<file path="src/rtl/usb_int_pkg.sv">
// Shared constants for the USB INT# interrupt controller: register map, bit indices, FSM encoding.
// No latency or backpressure of its own; imported by the controller and its debounce stage.
package usb_int_pkg;

  localparam logic [1:0] ADDR_STATUS = 2'd0;
  localparam logic [1:0] ADDR_CTRL   = 2'd1;
  localparam logic [1:0] ADDR_EDGE   = 2'd2;
  localparam logic [1:0] ADDR_RSVD   = 2'd3;

  localparam int STATUS_DEB    = 0;
  localparam int STATUS_SYNC   = 1;
  localparam int CTRL_IRQ_EN   = 0;
  localparam int CTRL_EDGE_SEL = 1;
  localparam int EDGE_PENDING  = 0;
  localparam int EDGE_OVERFLOW = 1;

  typedef enum logic {
    ST_STABLE = 1'b0,
    ST_CHECK  = 1'b1
  } deb_state_t;

  typedef struct packed {
    logic edge_sel;
    logic irq_en;
  } ctrl_t;

endpackage

</file>
<file path="src/rtl/usb_int_debounce.sv">
// Synchroniser plus debounce FSM for INT#; a clean step is accepted SYNC_STAGES+DEBOUNCE_CYCLES cycles
// after the first sampling edge, with a one-cycle edge_pulse alongside the new level. No backpressure.
module usb_int_debounce
  import usb_int_pkg::*;
#(
  parameter int SYNC_STAGES     = 2,
  parameter int DEBOUNCE_CYCLES = 16,
  parameter int CNT_W           = 5
) (
  input  logic clk,
  input  logic reset_n,
  input  logic in_port,
  output logic deb_level,
  output logic sync_level,
  output logic edge_pulse
);

  localparam logic [CNT_W-1:0] CNT_ONE  = CNT_W'(1);
  localparam logic [CNT_W-1:0] CNT_LAST = CNT_W'(DEBOUNCE_CYCLES - 1);

  logic [SYNC_STAGES-1:0] sync_q;
  deb_state_t             state, state_nxt;
  logic [CNT_W-1:0]       cnt, cnt_nxt;
  logic                   deb_nxt;
  logic                   pulse_nxt;

  always_ff @(posedge clk or negedge reset_n) begin
    if (!reset_n) begin
      sync_q <= '0;
    end else begin
      sync_q <= {sync_q[SYNC_STAGES-2:0], in_port};
    end
  end

  assign sync_level = sync_q[SYNC_STAGES-1];

  always_ff @(posedge clk or negedge reset_n) begin
    if (!reset_n) begin
      state      <= ST_STABLE;
      cnt        <= '0;
      deb_level  <= 1'b0;
      edge_pulse <= 1'b0;
    end else begin
      state      <= state_nxt;
      cnt        <= cnt_nxt;
      deb_level  <= deb_nxt;
      edge_pulse <= pulse_nxt;
    end
  end

  // A level is accepted only after DEBOUNCE_CYCLES consecutive disagreeing samples.
  always_comb begin
    state_nxt = state;
    cnt_nxt   = cnt;
    deb_nxt   = deb_level;
    pulse_nxt = 1'b0;
    case (state)
      ST_STABLE: begin
        if (sync_level != deb_level) begin
          state_nxt = ST_CHECK;
          cnt_nxt   = CNT_ONE;
        end
      end
      ST_CHECK: begin
        if (sync_level == deb_level) begin
          state_nxt = ST_STABLE;
          cnt_nxt   = '0;
        end else if (cnt == CNT_LAST) begin
          deb_nxt   = sync_level;
          pulse_nxt = 1'b1;
          state_nxt = ST_STABLE;
          cnt_nxt   = '0;
        end else begin
          cnt_nxt = cnt + CNT_ONE;
        end
      end
    endcase
  end

endmodule

</file>
<file path="src/rtl/usb_int_ctrl.sv">
// USB INT# interrupt controller: debounced edge capture into sticky pending/overflow, maskable level irq.
// Avalon readLatency 1, zero wait states, never stalls; irq follows pending by one cycle.
module usb_int_ctrl
  import usb_int_pkg::*;
#(
  parameter int SYNC_STAGES     = 2,
  parameter int DEBOUNCE_CYCLES = 16,
  parameter int CNT_W           = 5
) (
  input  logic        clk,
  input  logic        reset_n,
  input  logic        in_port,
  input  logic [1:0]  address,
  input  logic        chipselect,
  input  logic        write_n,
  input  logic [31:0] writedata,
  output logic [31:0] readdata,
  output logic        irq
);

  logic        deb_level;
  logic        sync_level;
  logic        edge_pulse;
  ctrl_t       ctrl;
  logic        pending;
  logic        overflow;
  logic        wr_en;
  logic        wr_ctrl;
  logic        wr_edge;
  logic        qual_edge;
  logic        clr_pend;
  logic        clr_ovf;
  logic [31:0] rd_nxt;
  logic        unused_wdata;

  usb_int_debounce #(
    .SYNC_STAGES     (SYNC_STAGES),
    .DEBOUNCE_CYCLES (DEBOUNCE_CYCLES),
    .CNT_W           (CNT_W)
  ) u_debounce (
    .clk        (clk),
    .reset_n    (reset_n),
    .in_port    (in_port),
    .deb_level  (deb_level),
    .sync_level (sync_level),
    .edge_pulse (edge_pulse)
  );

  assign wr_en     = chipselect & ~write_n;
  assign wr_ctrl   = wr_en && (address == ADDR_CTRL);
  assign wr_edge   = wr_en && (address == ADDR_EDGE);
  assign clr_pend  = wr_edge & writedata[EDGE_PENDING];
  assign clr_ovf   = wr_edge & writedata[EDGE_OVERFLOW];
  // deb_level already holds the new level while edge_pulse is high.
  assign qual_edge = edge_pulse && (deb_level == ctrl.edge_sel);
  assign unused_wdata = ^writedata[31:2];

  always_ff @(posedge clk or negedge reset_n) begin
    if (!reset_n) begin
      ctrl <= '0;
    end else if (wr_ctrl) begin
      ctrl.irq_en   <= writedata[CTRL_IRQ_EN];
      ctrl.edge_sel <= writedata[CTRL_EDGE_SEL];
    end
  end

  // Capture beats a same-cycle W1C on the bit it would set or keep set.
  always_ff @(posedge clk or negedge reset_n) begin
    if (!reset_n) begin
      pending  <= 1'b0;
      overflow <= 1'b0;
    end else begin
      if (qual_edge) begin
        pending <= 1'b1;
      end else if (clr_pend) begin
        pending <= 1'b0;
      end
      if (qual_edge && pending) begin
        overflow <= 1'b1;
      end else if (clr_ovf) begin
        overflow <= 1'b0;
      end
    end
  end

  always_comb begin
    rd_nxt = '0;
    case (address)
      ADDR_STATUS: begin
        rd_nxt[STATUS_DEB]  = deb_level;
        rd_nxt[STATUS_SYNC] = sync_level;
      end
      ADDR_CTRL: begin
        rd_nxt[CTRL_IRQ_EN]   = ctrl.irq_en;
        rd_nxt[CTRL_EDGE_SEL] = ctrl.edge_sel;
      end
      ADDR_EDGE: begin
        rd_nxt[EDGE_PENDING]  = pending;
        rd_nxt[EDGE_OVERFLOW] = overflow;
      end
      ADDR_RSVD: rd_nxt = '0;
      default:   rd_nxt = '0;
    endcase
  end

  always_ff @(posedge clk or negedge reset_n) begin
    if (!reset_n) begin
      readdata <= '0;
      irq      <= 1'b0;
    end else begin
      readdata <= rd_nxt;
      irq      <= ctrl.irq_en & pending;
    end
  end

endmodule
</file>
<file path="config.mk">
export PLATFORM = sky130hd
export DESIGN_NAME = usb_int_ctrl
export DESIGN_NICKNAME = d
export VERILOG_FILES = /design/src/rtl/usb_int_pkg.sv /design/src/rtl/usb_int_debounce.sv /design/src/rtl/usb_int_ctrl.sv
export SDC_FILE = /design/constraint.sdc
export NUM_CORES = 1
export LEC_CHECK = 0
export CAP_MARGIN = 20
export CORE_ASPECT_RATIO = 1.25
export CORE_MARGIN = 4
export CORE_UTILIZATION = 31
export DETAILED_ROUTE_END_ITERATION = 8
export PLACE_DENSITY = 0.75
export SKIP_LAST_GASP = 1
export SLEW_MARGIN = 20
export SYNTH_ARGS = -nofsm -noshare
export SYNTH_HDL_FRONTEND = slang
export SYNTH_SLANG_ARGS = --single-unit
</file>
<file path="constraint.sdc">
create_clock -name clk -period 3.7 [get_ports clk]
set_input_delay 0.74 -clock clk [delete_from_list [all_inputs] [get_ports clk]]
set_output_delay 0.74 -clock clk [all_outputs]
set_load 0.05 [all_outputs]
</file>
# After elaboration in Yosys (flattened, before gate mapping)
# Index checks and enable logic that the tools add are counted.
# Widths: inputs -> output; s select.
# op_classes
n_addsub	1
n_eq_ne	8
muxes	16
n_bitwise	7
reduce_logical	8
# ops
op	n
$mux 5	3
$mux 1	10
$pmux 5 s2	1
$pmux 2 s4	1
$add 5x1->5 const B	1
$eq 5x4->1 const B	1
$and 1x1->1	4
$eq 2x2->1 const B	2
$logic_and 1x1->1	4
$reduce_bool 2->1	2
$not 1->1	3
$reduce_and 3->1	1
$eq 1x1->1	2
$eq 2x1->1 const B	1
$logic_not 2->1	1
$ne 2x1->1 const B	1
$pmux 1 s2	1
$ne 1x1->1	1
# totals
register_bits	17
output_inout_bits	33
elab_cells	51

# Longest topological paths before layout
# Gate-level depths: netlist of run 1.
# logic_depth
depth_word	6
ltp_mapped	4
mapped_depth_nobuf	4

# Hierarchy
# From an unflattened synthesis of run 1, not the netlist that was laid out.
# hier_totals
hier_cells	90
hier_area_um2	992.2
# modules_own_cells
mod	instances	cells_per_inst	area_per_inst_um2	seq_area_each_um2
usb_int_ctrl	1	55	549.3	175.2
usb_int_debounce	1	35	442.9	250.2

# Worst setup path before layout of run 1
# Ideal clock, no wire load.
# synth_timing
path_type	in2reg
start	in address[0]
end	reg ctrl[0] (netlist bit)
setup_time_ns	0.125
arrival_ns	1.420
required_time_ns	3.575
setup_slack_ns	2.155
path_stages	3
path_buffers	0
cell_sequence	nor2b_1 -> and3b_1 -> mux2_2
# synth_via
elab_chain_len	2
# synth_rtl
item	line	text
from (decl)	usb_int_ctrl.sv:13	input logic [1:0] address,
$eq 2x1->1	usb_int_ctrl.sv:50	assign wr_ctrl = wr_en && (address == ADDR_CTRL);
$logic_and 1x1->1	usb_int_ctrl.sv:50	
to (decl)	usb_int_ctrl.sv:24	ctrl_t ctrl;
# No other way between the ends.
# A chain may end at the register's enable or synchronous reset.

# Worst setup path after layout of run 1
# layout_timing
start	reg readdata[1]
end	out readdata[1]
# layout_rtl
item	line	text
from (decl)	usb_int_ctrl.sv:17	output logic [31:0] readdata,
from (signal assigned)	usb_int_ctrl.sv:111	readdata <= rd_nxt;
# No word-level cell between the ends.

==> results by group, run 1 <==
Final layout
  – Final core utilization: 0.3454
  – P&R area growth vs syn: 6.275%
  – Share of post-route cells with drive strength above 1: 0.09709
  – Final #Nets: around 140
  – Ant. Diodes: 0

Synth
  – Ys flop type: dfrtp_1
  – Sequential element share of the synthesized area: 0.4444
  – Mapped Avg Cell Area: 10.64 sq um
  – Post-synth ARST share: 1.000
  – Post-synth cell types: 29
  – Area contributors post-synth: dfrtp_1 (44%), buf_4 (24%), mux2_2 (3.5%)
  – Cell taking the most area after synthesis: dfrtp_1
  – Syn Std Cell Area: 957.2 sq um
  – Mapped Cells: 90
  – Post-synth EDFFs: 0
  – #FFs+latches synth: 17
  – Share of the synthesized area in the top cell type: 0.4444
  – Yosys Warn Count: 0

Place
  – DP HPWL: 1.123 mm
  – Port Buffers: 11
  – Global placement routability congestion: around 0.83

Worst setup path
  – Element type at the critical path start: flip-flop
  – Worst R2R Start: u_debounce.cnt[0]$_DFFE_PN0P_
  – Crit path from: readdata[1]$_DFF_PN0_
  – Crit path depth: 1
  – WP data arrival: 1.43 ns
  – Worst-path cell chain: clkdlybuf4s50_1
  – Buf/Inv on CP: 1
  – Slowest-stage cell, CP: clkdlybuf4s50_1
  – Reg2Reg Setup Slack: 2.25 ns
  – Worst Reg-to-Reg Cells: 4
  – Crit end category: output pin
  – FF-to-FF End: u_debounce.deb_level$_DFFE_PN0P_
  – CP required: a little under 3 ns
  – Setup CP Type: flip-flop to output pin
  – Worst setup endpoint: readdata[1]
  – Top Family by Delay on Critical Path: buffers and inverters
  – Crit path largest cell delay: ~0.80 ns
  – Critical Path Fanout Max: 1

Run
  – Max-Cap Viols: 0

GRT
  – Grt ovf: 0
  – Vias in the first global route: 530
  – First-pass GRT wire length: between 2 and 2.5 mm
  – All-layer global routing usage: 0.07571
  – Initial antenna violation count: 0
  – Pin count of the biggest net entering global routing: 18

Floorplanning
  – Row cnt: 22
  – Initial core utilization: 0.3250
  – Core area: roughly 0.0029 sq mm
  – Die height: about 70 microns
  – DIE AREA: around 0.0040 sq mm
  – Die Width: 57.70 microns
  – Top Ports: 72

Clock tree
  – CTS resizes: 0
  – Skew-Pair Late Insertion Delay: between 0.2 and 0.3 ns
  – Post-CTS setup buffer count: 0
  – CTS root buffer: clkbuf_4
  – CTS buffer count: 3
  – Worst-case clock buffer depth: 2
  – CTS clock-pin slew for the worst setup and hold paths: around 0.090 ns
  – Hold_buf cts: 0
  – CTS tree: done
  – CTS H-tree lvls: 1
  – Clock sink count: 17

Pwr
  – Switching Power: around 190 uW
  – P_leak: 0.4863 nW
  – Switching Fraction: 0.3910
  – Total Power: 479.5 uW
  – Reg power frac: 0.498
  – Worst IR Drop VDD: 0.2237 mV
  – Power Internal: 292.0 uW
  – Power per Cell Area: roughly 470 mW/mm^2
  – Comb pwr share: 0.301
  – Clock power frac: 0.201

Min path
  – Hold crit path type: flip-flop to flip-flop

Route
  – Iter 0 DRT Violations: 7
  – Vias/cell: 4.309
  – DRT Wirelength: 1.478 mm
  – Routed vias: 599
  – # DRC: 0
  – 1st-pass router iterations: 4
  – Routed Antenna Nets: 0
  – WL per Instance: around 11 microns

Timing
  – Highest Clock Rate: 461.9 MHz
  – Clk_skew: ~0.0045 ns
  – Period minus WS final: 2.165 ns
  – RSZ-0062 raised after global routing: false
  – Rel. slew slack: 0.4897
  – Setup tns final: 0 ns
  – Max-slew violation count: 0
  – Fin. Hold Viols: 0
  – Finish-stage setup viols: 0
  – Slew @ Worst Pin: 0.7631 ns
  – Period Utilization, post-route: 0.5852

Run status
  – Status: completed
-- metal layers --
metal	routed length [microns]	GRT usage	up-vias
li1	-	-	278
met4	12	0.02577	0
met1	554	0.08133	284
met3	187	0.05176	2
met2	723	0.1168	35
met5	0	0	-
-- cells by family (layout without fill, tap and decap cells) --
family | Yosys count | count (layout) | share of synthesized area
buf+inv | 32 | 16 | 0.2444
other cells | 1 | 30 | 0.003918
mux | 5 | 5 | 0.05621
simple gates | 20 | 20 | 0.1294
compound gates | 12 | 12 | 0.08236
flops | 17 | 17 | 0.4444
fa+ha+maj | 1 | 1 | 0.01307
xor+xnor | 2 | 2 | 0.02615
-- worst min-delay path by stage --
stage | start | end | slack (ns) | depth (start not counted)
global route | u_debounce.sync_q[0]$_DFF_PN0_ | u_debounce.sync_q[1]$_DFF_PN0_ | 0.37 | 0
detailed placement | u_debounce.sync_q[0]$_DFF_PN0_ | u_debounce.sync_q[1]$_DFF_PN0_ | 0.34 | 0
finish | u_debounce.sync_q[0]$_DFF_PN0_ | u_debounce.sync_q[1]$_DFF_PN0_ | 0.36 | 0
global placement | u_debounce.sync_q[0]$_DFF_PN0_ | u_debounce.sync_q[1]$_DFF_PN0_ | 0.33 | 0
floorplan | u_debounce.sync_q[0]$_DFF_PN0_ | u_debounce.sync_q[1]$_DFF_PN0_ | 0.33 | 0
CTS | u_debounce.sync_q[0]$_DFF_PN0_ | u_debounce.sync_q[1]$_DFF_PN0_ | 0.36 | 0
-- cells in the mapped netlist, drive strengths merged (2+ instances only) --
cell type and number:
a31oi 4, mux2 3, dfrtp 17, buf 31, mux2i 2, nand2 5, and3 2, and2 2
o21ai 4, nand3 4
-- flip-flops by register name, indices dropped and copies added (netlist names) --
signal / cells
readdata: 2
u_debounce.state: 1
u_debounce.deb_level: 1
overflow: 1
pending: 1
u_debounce.edge_pulse: 1
ctrl: 2
u_debounce.sync_q: 2
irq: 1
u_debounce.cnt: 5
-- layout make-up --
type | count | area [sq um]
inverters | 1 | 3.754
clock buffers | 4 | 26.28
repair buffers | 11 | 110.1
multi-input cells | 70 | 406.6
fillers | 308 | 1928
well taps | 36 | 45.04
flip-flops and latches | 17 | 425.4
-- metrics by stage --
step | cells | hold WS [ns] | instance area [sq um] | setup slack [ns]
floorplan | 119 | 0.3312 | 1066 | 2.155
global placement | 135 | 0.3318 | 991.0 | 1.539
detailed placement | 135 | 0.3393 | 991.0 | 1.550
CTS | 139 | 0.3617 | 1017 | 1.509
global route | 139 | 0.3659 | 1017 | 1.495
finish | 139 | 0.3565 | 1017 | 1.535
-- power by group through the flow --
stage	registers (mW)	logic (mW)	clock network (mW)
detailed placement	0.241	0.145	0
global placement	0.239	0.140	0
floorplan	0.241	0.138	0
finish	0.239	0.144	0.0963
global route	0.242	0.158	0.109
CTS	0.238	0.145	0.103
-- cell usage in the layout (no fill, tap or decap) --
cell	Yosys	layout
and3_1	1	1
mux2_2	3	3
and4b_1	1	1
and3b_1	1	1
a21boi_0	1	1
clkbuf_1	0	1
xnor2_1	1	1
nand4b_1	1	1
inv_1	1	1
o21a_1	1	1
or2_2	1	1
nor4bb_1	1	1
a32o_1	1	1
a31oi_1	4	4
mux2i_1	2	2
nand2_1	5	5
a22o_1	1	1
conb_1	1	30
ha_1	1	1
nand3b_1	1	1
dfrtp_1	17	17
o21ai_0	4	4
and3_2	1	1
clkbuf_4	0	3
and2_1	1	1
clkdlybuf4s50_1	0	11
nor2b_1	1	1
xor2_2	1	1
and2_2	1	1
nand3_1	4	4
(Power assumes the default switching activity.)
==> run 2: changes to the inputs <==
--- a/config.mk
+++ b/config.mk
@@ -8,7 +8,7 @@
 export CAP_MARGIN = 20
 export CORE_ASPECT_RATIO = 1.25
 export CORE_MARGIN = 4
-export CORE_UTILIZATION = 31
+export CORE_UTILIZATION = 30
 export DETAILED_ROUTE_END_ITERATION = 8
 export PLACE_DENSITY = 0.75
 export SKIP_LAST_GASP = 1
==> constraint.sdc (replaced) <==
create_clock -name clk -period 1.9 [get_ports clk]
set_input_delay 0.38 -clock clk [delete_from_list [all_inputs] [get_ports clk]]
set_output_delay 0.38 -clock clk [all_outputs]
set_load 0.05 [all_outputs]
==> results by group, run 2 (synthesis results as in run 1) <==
Run status
  – Status: completed (unchanged)

Floorplanning
  – Top Ports: 72 (unchanged)
  – Die Width: 58.52 microns (was 57.70 microns)
  – Initial core utilization: 0.3190 (was 0.3250)
  – Core area: 0.003000 sq mm (was 0.002945 sq mm)
  – Die height: 71.15 microns (was 70.13 microns)
  – DIE AREA: 0.004164 sq mm (was 0.004046 sq mm)
  – Row cnt: 22 (unchanged)

Timing
  – Finish-stage setup viols: 0 (unchanged)
  – Setup tns final: 0 ns (unchanged)
  – Max-slew violation count: 0 (unchanged)
  – Fin. Hold Viols: 0 (unchanged)
  – Clk_skew: 0.008610 ns (was 0.004538 ns)
  – Period Utilization, post-route: 0.9555
  – Highest Clock Rate: 550.8 MHz
  – RSZ-0062 raised after global routing: false (unchanged)
  – Period minus WS final: 1.815 ns

Clock tree
  – Post-CTS setup buffer count: 0 (unchanged)
  – CTS resizes: 0 (unchanged)
  – Clock sink count: 17 (unchanged)
  – CTS H-tree lvls: 1 (unchanged)
  – CTS tree: done (unchanged)
  – Hold_buf cts: 0 (unchanged)
  – CTS clock-pin slew for the worst setup and hold paths: 0.09 ns (about the same)
  – CTS root buffer: clkbuf_4 (unchanged)
  – Worst-case clock buffer depth: 2 (unchanged)
  – CTS buffer count: 3 (unchanged)
  – Skew-Pair Late Insertion Delay: 0.29 ns (was 0.28 ns)

Worst setup path
  – Slowest-stage cell, CP: clkdlybuf4s50_1 (unchanged)
  – Worst-path cell chain: clkdlybuf4s50_1 (unchanged)
  – CP required: 1.52 ns (was 2.96 ns)
  – WP data arrival: 1.44 ns (was 1.43 ns)
  – Critical Path Fanout Max: 1 (unchanged)
  – Top Family by Delay on Critical Path: buffers and inverters (unchanged)
  – Setup CP Type: flip-flop to output pin (unchanged)
  – Crit end category: output pin (unchanged)
  – Worst Reg-to-Reg Cells: 4 (unchanged)
  – Crit path depth: 1 (unchanged)
  – Element type at the critical path start: flip-flop (unchanged)
  – Crit path largest cell delay: 0.80 ns (about the same)
  – Buf/Inv on CP: 1 (unchanged)

Place
  – Port Buffers: 11 (unchanged)
  – DP HPWL: 1.197 mm (was 1.123 mm)
  – Post-DP Area: 0.001006 sq mm (was 991.0 sq um)
  – Global placement routability congestion: 0.7490 (was 0.8255)

Route
  – WL per Instance: 10.66 microns (was 10.63 microns)
  – DRT Wirelength: 1.503 mm (was 1.478 mm)
  – Vias/cell: 4.135 (was 4.309)
  – Iter 0 DRT Violations: 16 (was 7)
  – Routed vias: 583 (was 599)
  – # DRC: 0 (unchanged)
  – Routed Antenna Nets: 0 (unchanged)
  – 1st-pass router iterations: 4 (unchanged)

Final layout
  – P&R area growth vs syn: 7.974% (was 6.275%)
  – Ant. Diodes: 0 (unchanged)
  – Fill cells: 306 (was 308)
  – Share of post-route cells with drive strength above 1: 0.1238 (was 0.09709)
  – Final #Nets: 146 (was 144)
  – Finished Cell Area: 0.001033 sq mm (was 0.001017 sq mm)
  – Commonest non-fill, non-tap cells in the layout: conb_1 (30), dfrtp_1 (17), clkdlybuf4s50_1 (11) (unchanged)
  – Most common cell after layout, fill and taps aside: conb_1 (unchanged)
  – Largest Register: u_debounce.cnt (unchanged)
  – Largest register FFs: 5 (unchanged)

Pwr
  – P_leak: 0.4990 nW (was 0.4863 nW)
  – Power per Cell Area: 908.6 mW/mm^2 (was 471.4 mW/mm^2)
  – Worst IR Drop VDD: 0.4325 mV (was 0.2237 mV)

GRT
  – GRT busiest layer: met2 (unchanged)
  – GRT met2 Usage: 0.1255 (was 0.1168)
  – Initial antenna violation count: 0 (unchanged)
  – Met3 GRT Util: 0.02190 (was 0.05176)
  – Vias in the first global route: 554 (was 530)
  – All-layer global routing usage: 0.07386 (was 0.07571)
  – GRT met1 Usage: 0.07528 (was 0.08133)
  – Grt ovf: 0 (unchanged)
  – Pin count of the biggest net entering global routing: 18 (unchanged)
  – First-pass GRT wire length: 2.332 mm (was 2.380 mm)

Run
  – Max-Cap Viols: 0 (unchanged)

Min path
  – Hold crit path type: flip-flop to flip-flop (unchanged)
  – Worst Hold Depth: 0 (unchanged)
## run 2: final timing paths
| check | from | endpoint | slack (ns) |
|---|---|---|---|
| max in group asynchronous | reset_n | readdata[1]$_DFF_PN0_ | 1.30 |
| max reg2reg | u_debounce.cnt[0]$_DFFE_PN0P_ | u_debounce.deb_level$_DFFE_PN0P_ | 0.46 |
| min in group asynchronous | reset_n | irq$_DFF_PN0_ | 0.41 |
| min reg2reg | u_debounce.sync_q[0]$_DFF_PN0_ | u_debounce.sync_q[1]$_DFF_PN0_ | 0.36 |
| min | u_debounce.sync_q[0]$_DFF_PN0_ | u_debounce.sync_q[1]$_DFF_PN0_ | 0.36 |
| max | readdata[0]$_DFF_PN0_ | readdata[0] | 0.08 |
## run 2: where the power goes
| group | total, mW | leakage, nW | internal, mW | switching (mW) |
|---|---|---|---|---|
| sequential | 0.463 | 0.221 | 0.410 | 0.0531 |
| clock | 0.191 | 0.0177 | 0.0782 | 0.113 |
| combinational | 0.285 | 0.260 | 0.0795 | 0.205 |
| total | 0.939 | 0.499 | 0.568 | 0.371 |
## run 2: layout make-up
type / instances / area (sq um) / share of cell area
sequential: 17 / 425.4 / 0.4116
multi-input combinational: 70 / 406.6 / 0.3935
timing repair buffer: 13 / 125.1 / 0.1211
tap: 36 / 45.04 / 0.04358
clock buffer: 3 / 22.52 / 0.02179
clock inverter: 1 / 5.005 / 0.004843
inverter: 1 / 3.754 / 0.003632
## run 2: layer usage
metal	wire [microns]	up-vias
li1	-	276
met1	549	282
met2	807	23
met3	137	2
met4	9	0
met5	0	-
## run 2: through the flow
stage | setup WS [ns] | utilization | power (mW) | instances | hold slack [ns]
final | 0.08454 | 0.3445 | 0.9390 | 141 | 0.3599
after CTS | 0.04792 | 0.3445 | 0.9520 | 141 | 0.3610
after floorplan | 0.5740 | - | 0.7382 | 119 | 0.08441
after global placement | 0.1482 | 0.3353 | 0.7406 | 137 | 0.3321
after detailed placement | 0.1268 | 0.3353 | 0.7551 | 137 | 0.3386
after global routing | 0.03166 | 0.3445 | 0.9905 | 141 | 0.3711
